<file path="config.mk">
export PLATFORM = sky130hd
export DESIGN_NAME = irq_tick_timer
export DESIGN_NICKNAME = d
export VERILOG_FILES = /design/src/rtl/irq_tick_timer.sv
export SDC_FILE = /design/constraint.sdc
export NUM_CORES = 1
export LEC_CHECK = 0
export ABC_AREA = 1
export CAP_MARGIN = 20
export CORE_ASPECT_RATIO = 1.2
export CORE_MARGIN = 2
export CORE_UTILIZATION = 55
export CTS_BUF_LIST = sky130_fd_sc_hd__clkbuf_8 sky130_fd_sc_hd__clkbuf_16
export CTS_CLUSTER_DIAMETER = 50
export CTS_CLUSTER_SIZE = 20
export DETAILED_ROUTE_END_ITERATION = 10
export GPL_TIMING_DRIVEN = 0
export PLACE_DENSITY = 0.77
export SETUP_SLACK_MARGIN = 0.2
export SLEW_MARGIN = 20
export SYNTH_ARGS = -nofsm -noshare
export SYNTH_HDL_FRONTEND = slang
export SYNTH_SLANG_ARGS = --single-unit
</file>
<file path="constraint.sdc">
create_clock -name clk -period 1.55 [get_ports clk]
set_input_delay 0.31 -clock clk [delete_from_list [all_inputs] [get_ports clk]]
set_output_delay 0.31 -clock clk [all_outputs]
set_load 0.1 [all_outputs]
</file>
<file path="src/rtl/irq_tick_timer.sv">
// irq_tick_timer: N-channel programmable tick / interrupt generator.
// Ports: cfg_* write one channel's divisor/mode; ack W1C; pending/overrun/ei_req/irq_id out.
module irq_tick_timer #(
  parameter int N_CH        = 4,
  parameter int CNT_W       = 16,
  parameter int DEFAULT_DIV = 6249,
  localparam int CH_W       = (N_CH > 1) ? $clog2(N_CH) : 1
) (
  input  logic             clk,
  input  logic             rst,
  input  logic             cfg_we,
  input  logic [CH_W-1:0]  cfg_ch,
  input  logic [CNT_W-1:0] cfg_div,
  input  logic             cfg_en,
  input  logic             cfg_oneshot,
  input  logic [N_CH-1:0]  ack,
  output logic [N_CH-1:0]  pending,
  output logic [N_CH-1:0]  overrun,
  output logic             ei_req,
  output logic [CH_W-1:0]  irq_id
);

  logic [CNT_W-1:0] cnt_q [N_CH];
  logic [CNT_W-1:0] div_q [N_CH];
  logic [N_CH-1:0]  en_q;
  logic [N_CH-1:0]  os_q;
  logic [N_CH-1:0]  pend_q;
  logic [N_CH-1:0]  ovr_q;
  logic [N_CH-1:0]  cfg_hit;
  logic [N_CH-1:0]  wrap;
  logic [N_CH-1:0]  tick;

  for (genvar g = 0; g < N_CH; g++) begin : g_ch
    // an out-of-range cfg_ch matches no channel, so the write is dropped
    assign cfg_hit[g] = cfg_we && (cfg_ch == CH_W'(g));
    assign wrap[g]    = en_q[g] && (cnt_q[g] == div_q[g]);
    // a config write on this channel swallows a coincident tick
    assign tick[g]    = wrap[g] && !cfg_hit[g];

    always_ff @(posedge clk) begin
      if (rst) begin
        cnt_q[g] <= '0;
        div_q[g] <= CNT_W'(DEFAULT_DIV);
        en_q[g]  <= 1'b0;
        os_q[g]  <= 1'b0;
      end else if (cfg_hit[g]) begin
        cnt_q[g] <= '0;
        div_q[g] <= cfg_div;
        en_q[g]  <= cfg_en;
        os_q[g]  <= cfg_oneshot;
      end else if (en_q[g]) begin
        if (wrap[g]) begin
          cnt_q[g] <= '0;
          if (os_q[g]) en_q[g] <= 1'b0;
        end else begin
          cnt_q[g] <= cnt_q[g] + CNT_W'(1);
        end
      end
    end

    // tick wins over ack so a new event is never lost
    always_ff @(posedge clk) begin
      if (rst) begin
        pend_q[g] <= 1'b0;
        ovr_q[g]  <= 1'b0;
      end else if (tick[g]) begin
        pend_q[g] <= 1'b1;
        ovr_q[g]  <= ack[g] ? 1'b0 : (ovr_q[g] | pend_q[g]);
      end else if (ack[g]) begin
        pend_q[g] <= 1'b0;
        ovr_q[g]  <= 1'b0;
      end
    end
  end

  assign pending = pend_q;
  assign overrun = ovr_q;
  assign ei_req  = |pend_q;

  // scan high to low so the lowest pending index is the last one written
  always_comb begin
    irq_id = '0;
    for (int i = N_CH - 1; i >= 0; i--) begin
      if (pend_q[i]) irq_id = CH_W'(i);
    end
  end

endmodule

</file>
# Word-level counts from Yosys, hierarchy flattened
# Memory sizes are Yosys's and may differ from the RTL's.
# Cells that the tools add are included.
[op_classes]
mux = 106
addsub = 4
n_reduce_logical = 22
n_bitwise = 20
eq_ne = 7
[ops]
columns = ["op", "n"]
rows = [
  ["$mux 16", 16],
  ["$mux 1", 86],
  ["$add 16x1->16 const B", 4],
  ["$eq 16x16->1", 4],
  ["$or 1x1->1", 20],
  ["$logic_and 1x1->1", 12],
  ["$mux 2", 4],
  ["$reduce_bool 2->1", 4],
  ["$eq 2x2->1 const B", 2],
  ["$logic_not 1->1", 4],
  ["$reduce_or 4->1", 1],
  ["$eq 2x1->1 const B", 1],
  ["$logic_not 2->1", 1],
]
[word_totals]
mem_bits_rw = 128
wordCells = 177
inputBits = 27
mem_count = 2
ff_bits = 16
out_inout_bits = 11
[memory_table]
columns = ["memory", "words", "width", "rd", "rd_clocked_by_memory_dff", "write_ports", "line_no", "rtl"]
rows = [
  ["cnt_q", 4, 16, 4, 0, 4, "23", "logic [CNT_W-1:0] cnt_q [N_CH];"],
  ["div_q", 4, 16, 4, 0, 4, "24", "logic [CNT_W-1:0] div_q [N_CH];"],
]

# Logic depth before layout (Yosys ltp)
# Gate-level depths: netlist of the first run.
[depth]
depth_word = 9
ltp_mapped = 10
ltp_nobuf = 9

# Worst setup path after synthesis of the first run
# OpenSTA, ideal clock, no wires.
[synth_timing]
path_kind = "register to output"
startpoint = "register pend_q[2] (netlist: pending[2])"
endpoint = "output port irq_id[1]"
stages_incl_launch_ff = 3
path_buffers = 0
t_arrival_ns = 3.429
t_required_ns = 1.240
setup_slack_ns = -2.189
path_cell_list = "dfxtp_1 -> inv_1 -> a211oi_1"
[synth_via]
elab_chain_cells = 3
[synth_rtl]
columns = ["element", "line_no", "rtl"]
rows = [
  ["start: declaration", "27", "logic [N_CH-1:0] pend_q;"],
  ["start signal: indexed assignment", "64", "pend_q[g] <= 1'b0;"],
  ["start signal: indexed assignment", "67", "pend_q[g] <= 1'b1;"],
  ["start signal: indexed assignment", "70", "pend_q[g] <= 1'b0;"],
  ["$mux 2 (3 in a row)", "84", "if (pend_q[i]) irq_id = CH_W'(i);"],
  ["end: declaration", "20", "output logic [CH_W-1:0] irq_id"],
]
# No other way between the ends.

==> results_dict.tcl, run 1 <==
set metrics [dict create \
    status "finished, violations left" \
    violations "negative setup slack" \
    arrival_ns 1.95 \
    worst_path_max_delay_cell "edfxtp_1" \
    synth_top_area_share_pct 49.9 \
    drive_above_1_share_pct 29.7 \
    grt_first_pass_wirelength_mm 30.5 \
    grt_pass1_vias 6154 \
    postCtsHoldBufs 0 \
    drv_slew 0 \
    drt-met1-wl_mm 8.04 \
    final_nets 1070 \
    dpl.hpwl_mm 11.6 \
    cts_tree "built" \
    drtIter0Drc 733 \
    fin_skew_ns 0.0126 \
    rsz0062_at_grt "true" \
    finalHoldViolations 0 \
    peakVddDrop_v 0.000803 \
    core_region_area_sq_um 13800 \
    whs_ns 0.370 \
    route.final.wire_length_mm 22.4 \
    power.total_uw 10900 \
    synthCells 888 \
    start_kind "flop" \
    crit_path_frequent_cell "nand2_1" \
    grt_max_degree 18 \
    routed.top_layer "met4" \
    die_h_microns 134 \
    hp-class "input port to flop" \
    grt_usage_pct 26.6 \
    ant_nets 0 \
    routed-wl-met2_mm 11.3 \
    vias 6759 \
    period_share_pct 114 \
    period_needed_ns 1.76 \
    die_area_sq_um 15000 \
    yosysUniqueCellTypes 29 \
    portBuffers 37 \
    fmax_ghz 0.568 \
    final_util_pct 76.0 \
    p_leak_uw 0.00442 \
    rows 47 \
    gr-total-overflow 0 \
    syn-cell-area_sq_um 7700 \
    setup_viol 75 \
    ys_ff_latch 144 \
    wl_met3_mm 1.85 \
    yosysWarnings 0 \
    fp.dieW_microns 112 \
    wire_per_inst_microns 18.3 \
    clock_path_buffers 2 \
    gp_congestion 0.871 \
    yosysSeqAreaShare_pct 54.0 \
    drtPass1Iterations 6 \
    initial_utilization_pct 56.0 \
    antenna_found_initial 0 \
    worst_pin_slew_ns 0.346 \
    cts_root_buf "clkbuf_16" \
    cts_buffers 17 \
    max_cap_violations 0 \
    worstPathMaxFanout 5 \
    end_kind "flop" \
    syn_to_final_growth_pct 35.8 \
    synth_top_cell_by_area "edfxtp_1" \
    syn_nets 919 \
    slew_headroom_pct 76.8 \
    io_pins 38 \
    slowest_delay_ns 0.45 \
    clock_latency_ns 0.45 \
    fin_tns_setup_ns -8.38 \
    crit_chain "nand2_1, nand2_1, nor2_1, nand2_1, nor2_2, nand2_2, nand2_4, buf_12, buf_8, nor2_2" \
    synth.area.top_cells "edfxtp_1 (50%), nand2_1 (10%), xor2_1 (8.6%), nor2_1 (8.5%), inv_1 (6.5%)" \
    worst-setup-path-type "flop to flop" \
    worst_slack_ns -0.212 \
    r2r_setup_slack_ns -0.21 \
    final_common_cell "nand2_1" \
    syn_avg_cell_area_sq_um 8.68 \
    via_per_inst 5.53 \
    drc 0 \
    diodes 0 \
    clk_pin_slew_ns 0.07 \
    cts_sinks 144 \
    power.density_nw_per_um2 1040 \
    mostFrequentLayoutCells "nand2_1 (196), edfxtp_1 (128), inv_1 (124)" \
    crit_required_ns 1.74 \
    htree_levels 4 \
]
-- metal layers --
| metal | vias to the layer above | global-route usage [%] |
|---|---|---|
| li1 | 3081 | - |
| met1 | 3177 | 31.9 |
| met2 | 401 | 45.9 |
| met3 | 100 | 5.73 |
| met4 | 0 | 12.4 |
| met5 | - | 0 |
-- path summary, 6_finish.rpt --
kind                               endpoint   startpoint  cells past startpoint
worst max-delay path            cnt_q[2][9]  cnt_q[2][7]                     10
worst min-delay path            div_q[3][3]          rst                      3
worst max register to register  cnt_q[2][9]  cnt_q[2][7]                     10
worst min register to register   overrun[2]   overrun[2]                      2
-- layout make-up --
class                   count  area [sq um]
flip-flops and latches    144          4180
multi-input cells         588          3440
fillers                   816          3300
repair buffers            132          1360
inverters                 146           561
clock buffers              20           467
well taps                 171           214
clock inverters            12           124
plain buffers              10           109
-- state kept, by name (all words and copies together) (netlist names) --
| register | count |
|---|---|
| cnt_q | 64 |
| div_q | 64 |
| en_q | 4 |
| os_q | 4 |
| overrun | 4 |
| pending | 4 |
-- synth_stat cells (all sizes together) --
| master | n |
|---|---|
| inv | 146 |
| o21bai | 1 |
| a31oi | 1 |
| nand3b | 1 |
| nor2 | 196 |
| o22ai | 4 |
| dfxtp | 16 |
| edfxtp | 128 |
| nor3 | 22 |
| nand3 | 43 |
| ha | 4 |
| xnor2 | 7 |
| a211oi | 1 |
| o21ai | 7 |
| buf | 7 |
| a21oi | 1 |
| xor2 | 76 |
| clkbuf | 3 |
| nand4 | 6 |
| nand2 | 218 |
-- metrics by stage --
| stage | cells | cell area [sq um] | setup slack (ns) |
|---|---|---|---|
| floorplan | 888 | 7800 | -0.261 |
| global placement | 1096 | 8390 | -0.732 |
| detailed placement | 1096 | 8390 | -0.739 |
| CTS | 1199 | 9980 | -0.104 |
| global route | 1223 | 10500 | -0.292 |
| finish | 1223 | 10500 | -0.212 |
-- repair_timing --
item | 4_1_cts | 5_1_grt
endpoints found under the setup margin | 265 | 247
pin swaps | 34 | 28
gates cloned | 2 | 1
resized for setup | 176 | 95
setup buffers | 69 | 23
-- worst max-delay path: cells and delay by family, from the launching register on --
kind          cells  cell delay, ns
simple gates      8            0.83
buf+inv           2            0.24
flops             1            0.45
-- power breakdown --
group          internal [uW]  switching (uW)
clock                   2370            1820
combinational            747            1070
sequential              4600             282
total                   7720            3170
-- logic make-up after synthesis --
family	Yosys count	synth area share, %
and+or+nand+nor	486	26.5
buffers and inverters	156	8.28
DFF	144	54.0
xor gates and xnor gates	83	9.43
AOI/OAI and AO/OA	15	1.12
adders and majority gates	4	0.650
Note: power is estimated with default switching activity, not from simulation.
==> inputs of run 2 (changes only) <==
--- a/config.mk
+++ b/config.mk
@@ -9,13 +9,13 @@
 export CAP_MARGIN = 20
 export CORE_ASPECT_RATIO = 1.2
 export CORE_MARGIN = 2
-export CORE_UTILIZATION = 55
+export CORE_UTILIZATION = 61
 export CTS_BUF_LIST = sky130_fd_sc_hd__clkbuf_8 sky130_fd_sc_hd__clkbuf_16
 export CTS_CLUSTER_DIAMETER = 50
 export CTS_CLUSTER_SIZE = 20
 export DETAILED_ROUTE_END_ITERATION = 10
 export GPL_TIMING_DRIVEN = 0
-export PLACE_DENSITY = 0.77
+export PLACE_DENSITY = 0.81
 export SETUP_SLACK_MARGIN = 0.2
 export SLEW_MARGIN = 20
 export SYNTH_ARGS = -nofsm -noshare
==> constraint.sdc (replaced) <==
create_clock -name clk -period 1.9 [get_ports clk]
set_input_delay 0.38 -clock clk [delete_from_list [all_inputs] [get_ports clk]]
set_output_delay 0.38 -clock clk [all_outputs]
set_load 0.1 [all_outputs]
==> run 2 against run 1 <==
Compared with the run above:
- the flow now finishes without violations
- worst setup slack improved by 0.40 ns
- clock-buffer cell count decreased by 2
- sequential power decreased by 18%
- via count decreased by 9.3%
- register-to-register slack improved by 0.41 ns
- first-iteration DRC count decreased by 26%
- routed wire length decreased by 19%
- utilization increased by 2.1 points
- largest cell class unchanged
==> results_dict.tcl, run 2 (synthesis results as in run 1) <==
set metrics [dict create \
    cts_tree "built" \
    diodes 0 \
    fin_tns_setup_ns 0 \
    final_nets 1020 \
    gr-total-overflow 0 \
    worstPathMaxFanout 4 \
    r2r-start "cnt_q[1][8]" \
    grt_pass1_vias 5784 \
    fin_skew_ns 0.0104 \
    antenna_found_initial 0 \
    die_area_sq_um 13500 \
    final_common_cell "nand2_1" \
    grt_max_degree 18 \
    rsz0062_at_grt "true" \
    ant_nets 0 \
    holdCritStartpoint "overrun[0]" \
    gp_congestion 0.880 \
    period_share_pct 90.1 \
    core_region_area_sq_um 12200 \
    grt_usage_pct 27.1 \
    clock_latency_ns 0.44 \
    portBuffers 37 \
    fp.dieW_microns 107 \
    crit_path_start "pending[3]" \
    die_h_microns 127 \
    cts_sinks 144 \
    period_needed_ns 1.71 \
    finalHoldViolations 0 \
    io_pins 38 \
    rows 44 \
    power.density_nw_per_um2 910 \
    p_leak_uw 0.00410 \
    vias 6132 \
    met3_usage_pct 4.44 \
    peakVddDrop_v 0.000635 \
    clock_path_buffers 2 \
    wire_per_inst_microns 15.6 \
    mostFrequentLayoutCells "nand2_1 (201), nor2_1 (168), inv_1 (132)" \
    route.final.wire_length_mm 18.2 \
    cts_buffers 17 \
    via_per_inst 5.27 \
    cts_root_buf "clkbuf_16" \
    arrival_ns 1.33 \
    grtUsageMet2_pct 45.5 \
    met1_usage_pct 33.8 \
    top_usage_layer "met2" \
    drc 0 \
    drive_above_1_share_pct 18.1 \
    worst_slack_ns 0.189 \
    start_kind "flop" \
    drtPass1Iterations 5 \
    post-place-ws_ns -0.724 \
    drv_slew 0 \
    grt_first_pass_wirelength_mm 27.7 \
    slew_headroom_pct 66.9 \
    final_util_pct 78.1 \
    initial_utilization_pct 63.0 \
    worst_pin_slew_ns 0.497 \
    clk_pin_slew_ns 0.06 \
    top_regs "cnt_q x64, div_q x64" \
    dp.cells 1086 \
    postCtsHoldBufs 0 \
    final_cells 1163 \
    hp-class "flop to flop" \
    worst-setup-path-type "flop to output port" \
    dpl.hpwl_mm 11.5 \
    syn_to_final_growth_pct 23.9 \
    end_kind "output port" \
    max_cap_violations 0 \
    htree_levels 4 \
    fmax_ghz 0.584 \
    drtIter0Drc 539 \
    setup_viol 0 \
    crit_required_ns 1.52 \
    status "completed" \
]
[run 2: per-stage QoR]
step,cell area [sq um],hold WS [ns],power [uW]
after floorplan,7750,0.454,4680
after global placement,8320,0.442,4950
after detailed placement,8320,0.460,4980
after CTS,9110,0.472,8500
after global routing,9540,0.491,8990
final,9540,0.464,8690
[run 2: repair_timing]
item                                    4_1_cts  5_1_grt
pin swaps                                     5       16
hold endpoints to repair                      0        0
endpoints found under the setup margin      211      106
gates resized for setup                      79       54
gates cloned                                  0        1
buffers inserted                             14       30
[run 2: layout make-up]
type	instances	area, sq um
Timing Repair Buffer	82	709
Sequential cell	144	4180
Clock buffer	18	439
Buffer	10	100
Clock inverter	14	178
Tap cell	161	201
Fill cell	765	2680
Inverter	146	556
Multi-Input combinational cell	588	3180
[run 2: worst paths after layout]
path | to | slack, ns | cells after the start
max | irq_id[1] | 0.19 | 3
min | overrun[0] | 0.46 | 2
max reg2reg | cnt_q[1][12] | 0.20 | 8
min reg2reg | overrun[0] | 0.46 | 2
[run 2: worst max-delay path: stages, from the launching register on]
cell and delay [ns]:
dfxtp_4 0.40, inv_4 0.05, a211oi_4 0.23, buf_12 0.21
[run 2: power by group]
part           switching, uW  leakage, uW  internal, uW  total (uW)
Clock                   1310     0.000305          2210        3510
Sequential               238      0.00145          3760        4000
Combinational            708      0.00234           469        1180
[run 2: per-layer routing]
metal / routed length (microns) / vias to the layer above
met3: 1190 / 54
li1: - / 2988
met4: 695 / 0
met5: 0 / -
met2: 9060 / 238
met1: 7260 / 2852
==> inputs of run 3 (changes only) <==
--- a/config.mk
+++ b/config.mk
@@ -21,3 +21,4 @@
 export SYNTH_ARGS = -nofsm -noshare
 export SYNTH_HDL_FRONTEND = slang
 export SYNTH_SLANG_ARGS = --single-unit
+export TNS_END_PERCENT = 10
==> run 3 against run 2 <==
Compared with the run above:
- non-clock buffer count decreased by 21
- sequential power barely moved
- routed wire length is 1.4% lower
- combinational power fell by 8%
- global-route usage fell by 0.096 points
- final cell count fell by 1.8%
- first-iteration DRC count shrank 25%
- register-to-register slack is essentially flat
- worst hold slack improved by 0.0032 ns
- clock-buffer cell count unchanged
- critical path type is now input port to flop
- critical endpoint is now div_q[3][13]
- largest power group unchanged
==> results_dict.tcl, run 3 (synthesis results as in run 1) <==
set metrics [dict create \
    status "completed" \
    clock_path_buffers 2 \
    multi_input_area_sq_um 3090 \
    gp_congestion 0.897 \
    end_kind "flop" \
    drc 0 \
    drtIter0Drc 406 \
    route.final.wire_length_mm 17.9 \
    dpl.hpwl_mm 11.9 \
    power_switching_uw 2310 \
    final-seq-area_sq_um 4180 \
    wire_per_inst_microns 15.7 \
    arrival_ns 2.05 \
    core_region_area_sq_um 12200 \
    p_seq_share_pct 47.3 \
    setup_viol 0 \
    pwr-share-clk_pct 40.0 \
    initial_utilization_pct 63.0 \
    rows 44 \
    fin_tns_setup_ns 0 \
    p_leak_uw 0.00393 \
    die_area_sq_um 13500 \
    gr-total-overflow 0 \
    final_common_cell "nand2_1" \
    slew_headroom_pct 65.7 \
    final_util_pct 75.7 \
    worstPathMaxFanout 10 \
    dp.cells 1086 \
    power.density_nw_per_um2 915 \
    cts_root_buf "clkbuf_16" \
    vias 6004 \
    peakVddDrop_v 0.000619 \
    final_cells 1142 \
    portBuffers 37 \
    max_cap_violations 0 \
    cts_sinks 144 \
    hp-class "flop to flop" \
    cts_buffers 17 \
    drv_slew 0 \
    antenna_found_initial 0 \
    power.total_uw 8460 \
    final_nets 999 \
    swShare_pct 27.3 \
    rsz0062_at_grt "true" \
    cts_tree "built" \
    worst_pin_slew_ns 0.520 \
    top_regs "cnt_q x64, div_q x64" \
    die_h_microns 127 \
    via_per_inst 5.26 \
    mostFrequentLayoutCells "nand2_1 (201), nor2_1 (171), inv_1 (131)" \
    grt_usage_pct 27.0 \
    drtPass1Iterations 5 \
    syn_to_final_growth_pct 20.0 \
    start_kind "input port" \
    ant_nets 0 \
    postCtsHoldBufs 0 \
    p_comb_share_pct 12.7 \
    htree_levels 4 \
    finalHoldViolations 0 \
    diodes 0 \
    fin_skew_ns 0.0122 \
    drive_above_1_share_pct 15.6 \
    grt_first_pass_wirelength_mm 27.8 \
    grt_pass1_vias 5731 \
    fmax_ghz 0.566 \
    worst-setup-path-type "input port to flop" \
    io_pins 38 \
    grt_max_degree 19 \
    period_needed_ns 1.77 \
    p_int_uw 6150 \
    clk_pin_slew_ns 0.06 \
    period_share_pct 93.0 \
    crit_required_ns 2.18 \
    clock_latency_ns 0.44 \
    fp.dieW_microns 107 \
    final.fill_count 845 \
]
-- run 3: cell types whose count changed in the layout (fill, tap and decap cells not counted), sizes merged, moves of 2 or more --
cell,previous run,this run
inv,149,151
buf,62,41
clkinvlp,3,7
clkinv,4,0
bufinv,4,2
-- run 3: metrics by stage --
stage / cell area [sq um] / setup slack [ns] / hold WS (ns)
after floorplan: 7750 / 0.0188 / 0.454
after global placement: 8320 / -0.702 / 0.440
after detailed placement: 8320 / -0.730 / 0.455
after CTS: 9010 / 0.0821 / 0.465
after global routing: 9250 / 0.0614 / 0.497
final: 9250 / 0.133 / 0.467
-- run 3: path summary, 6_finish.rpt --
| path | from | slack [ns] | cells after the start | to |
|---|---|---|---|---|
| worst max-delay path | cfg_ch[1] | 0.13 | 6 | div_q[3][13] |
| worst min-delay path | overrun[2] | 0.47 | 2 | overrun[2] |
| worst max register to register | cnt_q[1][3] | 0.19 | 8 | cnt_q[1][9] |
| worst min register to register | overrun[2] | 0.47 | 2 | overrun[2] |
-- run 3: critical path, stage by stage --
cell	delay, ns
clkdlybuf4s50_1	0.61
nand3_1	0.34
nor2_4	0.28
inv_1	0.10
buf_2	0.20
nor2_1	0.13
-- run 3: area by class of cell --
type / instances / area share (%)
Tap cell: 161 / 2.18
Clock inverter: 14 / 1.69
Multi-Input combinational cell: 588 / 33.4
Sequential cell: 144 / 45.2
Timing Repair Buffer: 61 / 5.76
Buffer: 10 / 1.06
Clock buffer: 18 / 4.75
Inverter: 146 / 6.01
-- run 3: per-layer routing --
metal	track usage (%)	wire, microns	part of all wire [%]	up-vias
li1	-	-	-	2941
met2	44.6	8960	50	228
met4	11.5	567	3.2	0
met5	0	0	0	-
met3	6.58	1110	6.2	50
met1	34.1	7290	41	2785
-- run 3: power groups by stage --
stage | combinational [uW] | clock (uW) | sequential, uW
6_report | 1080 | 3390 | 4000
5_1_grt | 1200 | 3510 | 4030
4_1_cts | 990 | 3370 | 4000
3_5_place_dp | 924 | 0 | 4070
3_3_place_gp | 895 | 0 | 4060
2_1_floorplan | 688 | 0 | 3990
-- run 3: what timing repair did --
| action | 4_1_cts | 5_1_grt |
|---|---|---|
| pin swaps | 1 | 5 |
| setup endpoints to repair | 212 | 129 |
| buffers inserted | 6 | 18 |
| resized for setup | 80 | 26 |
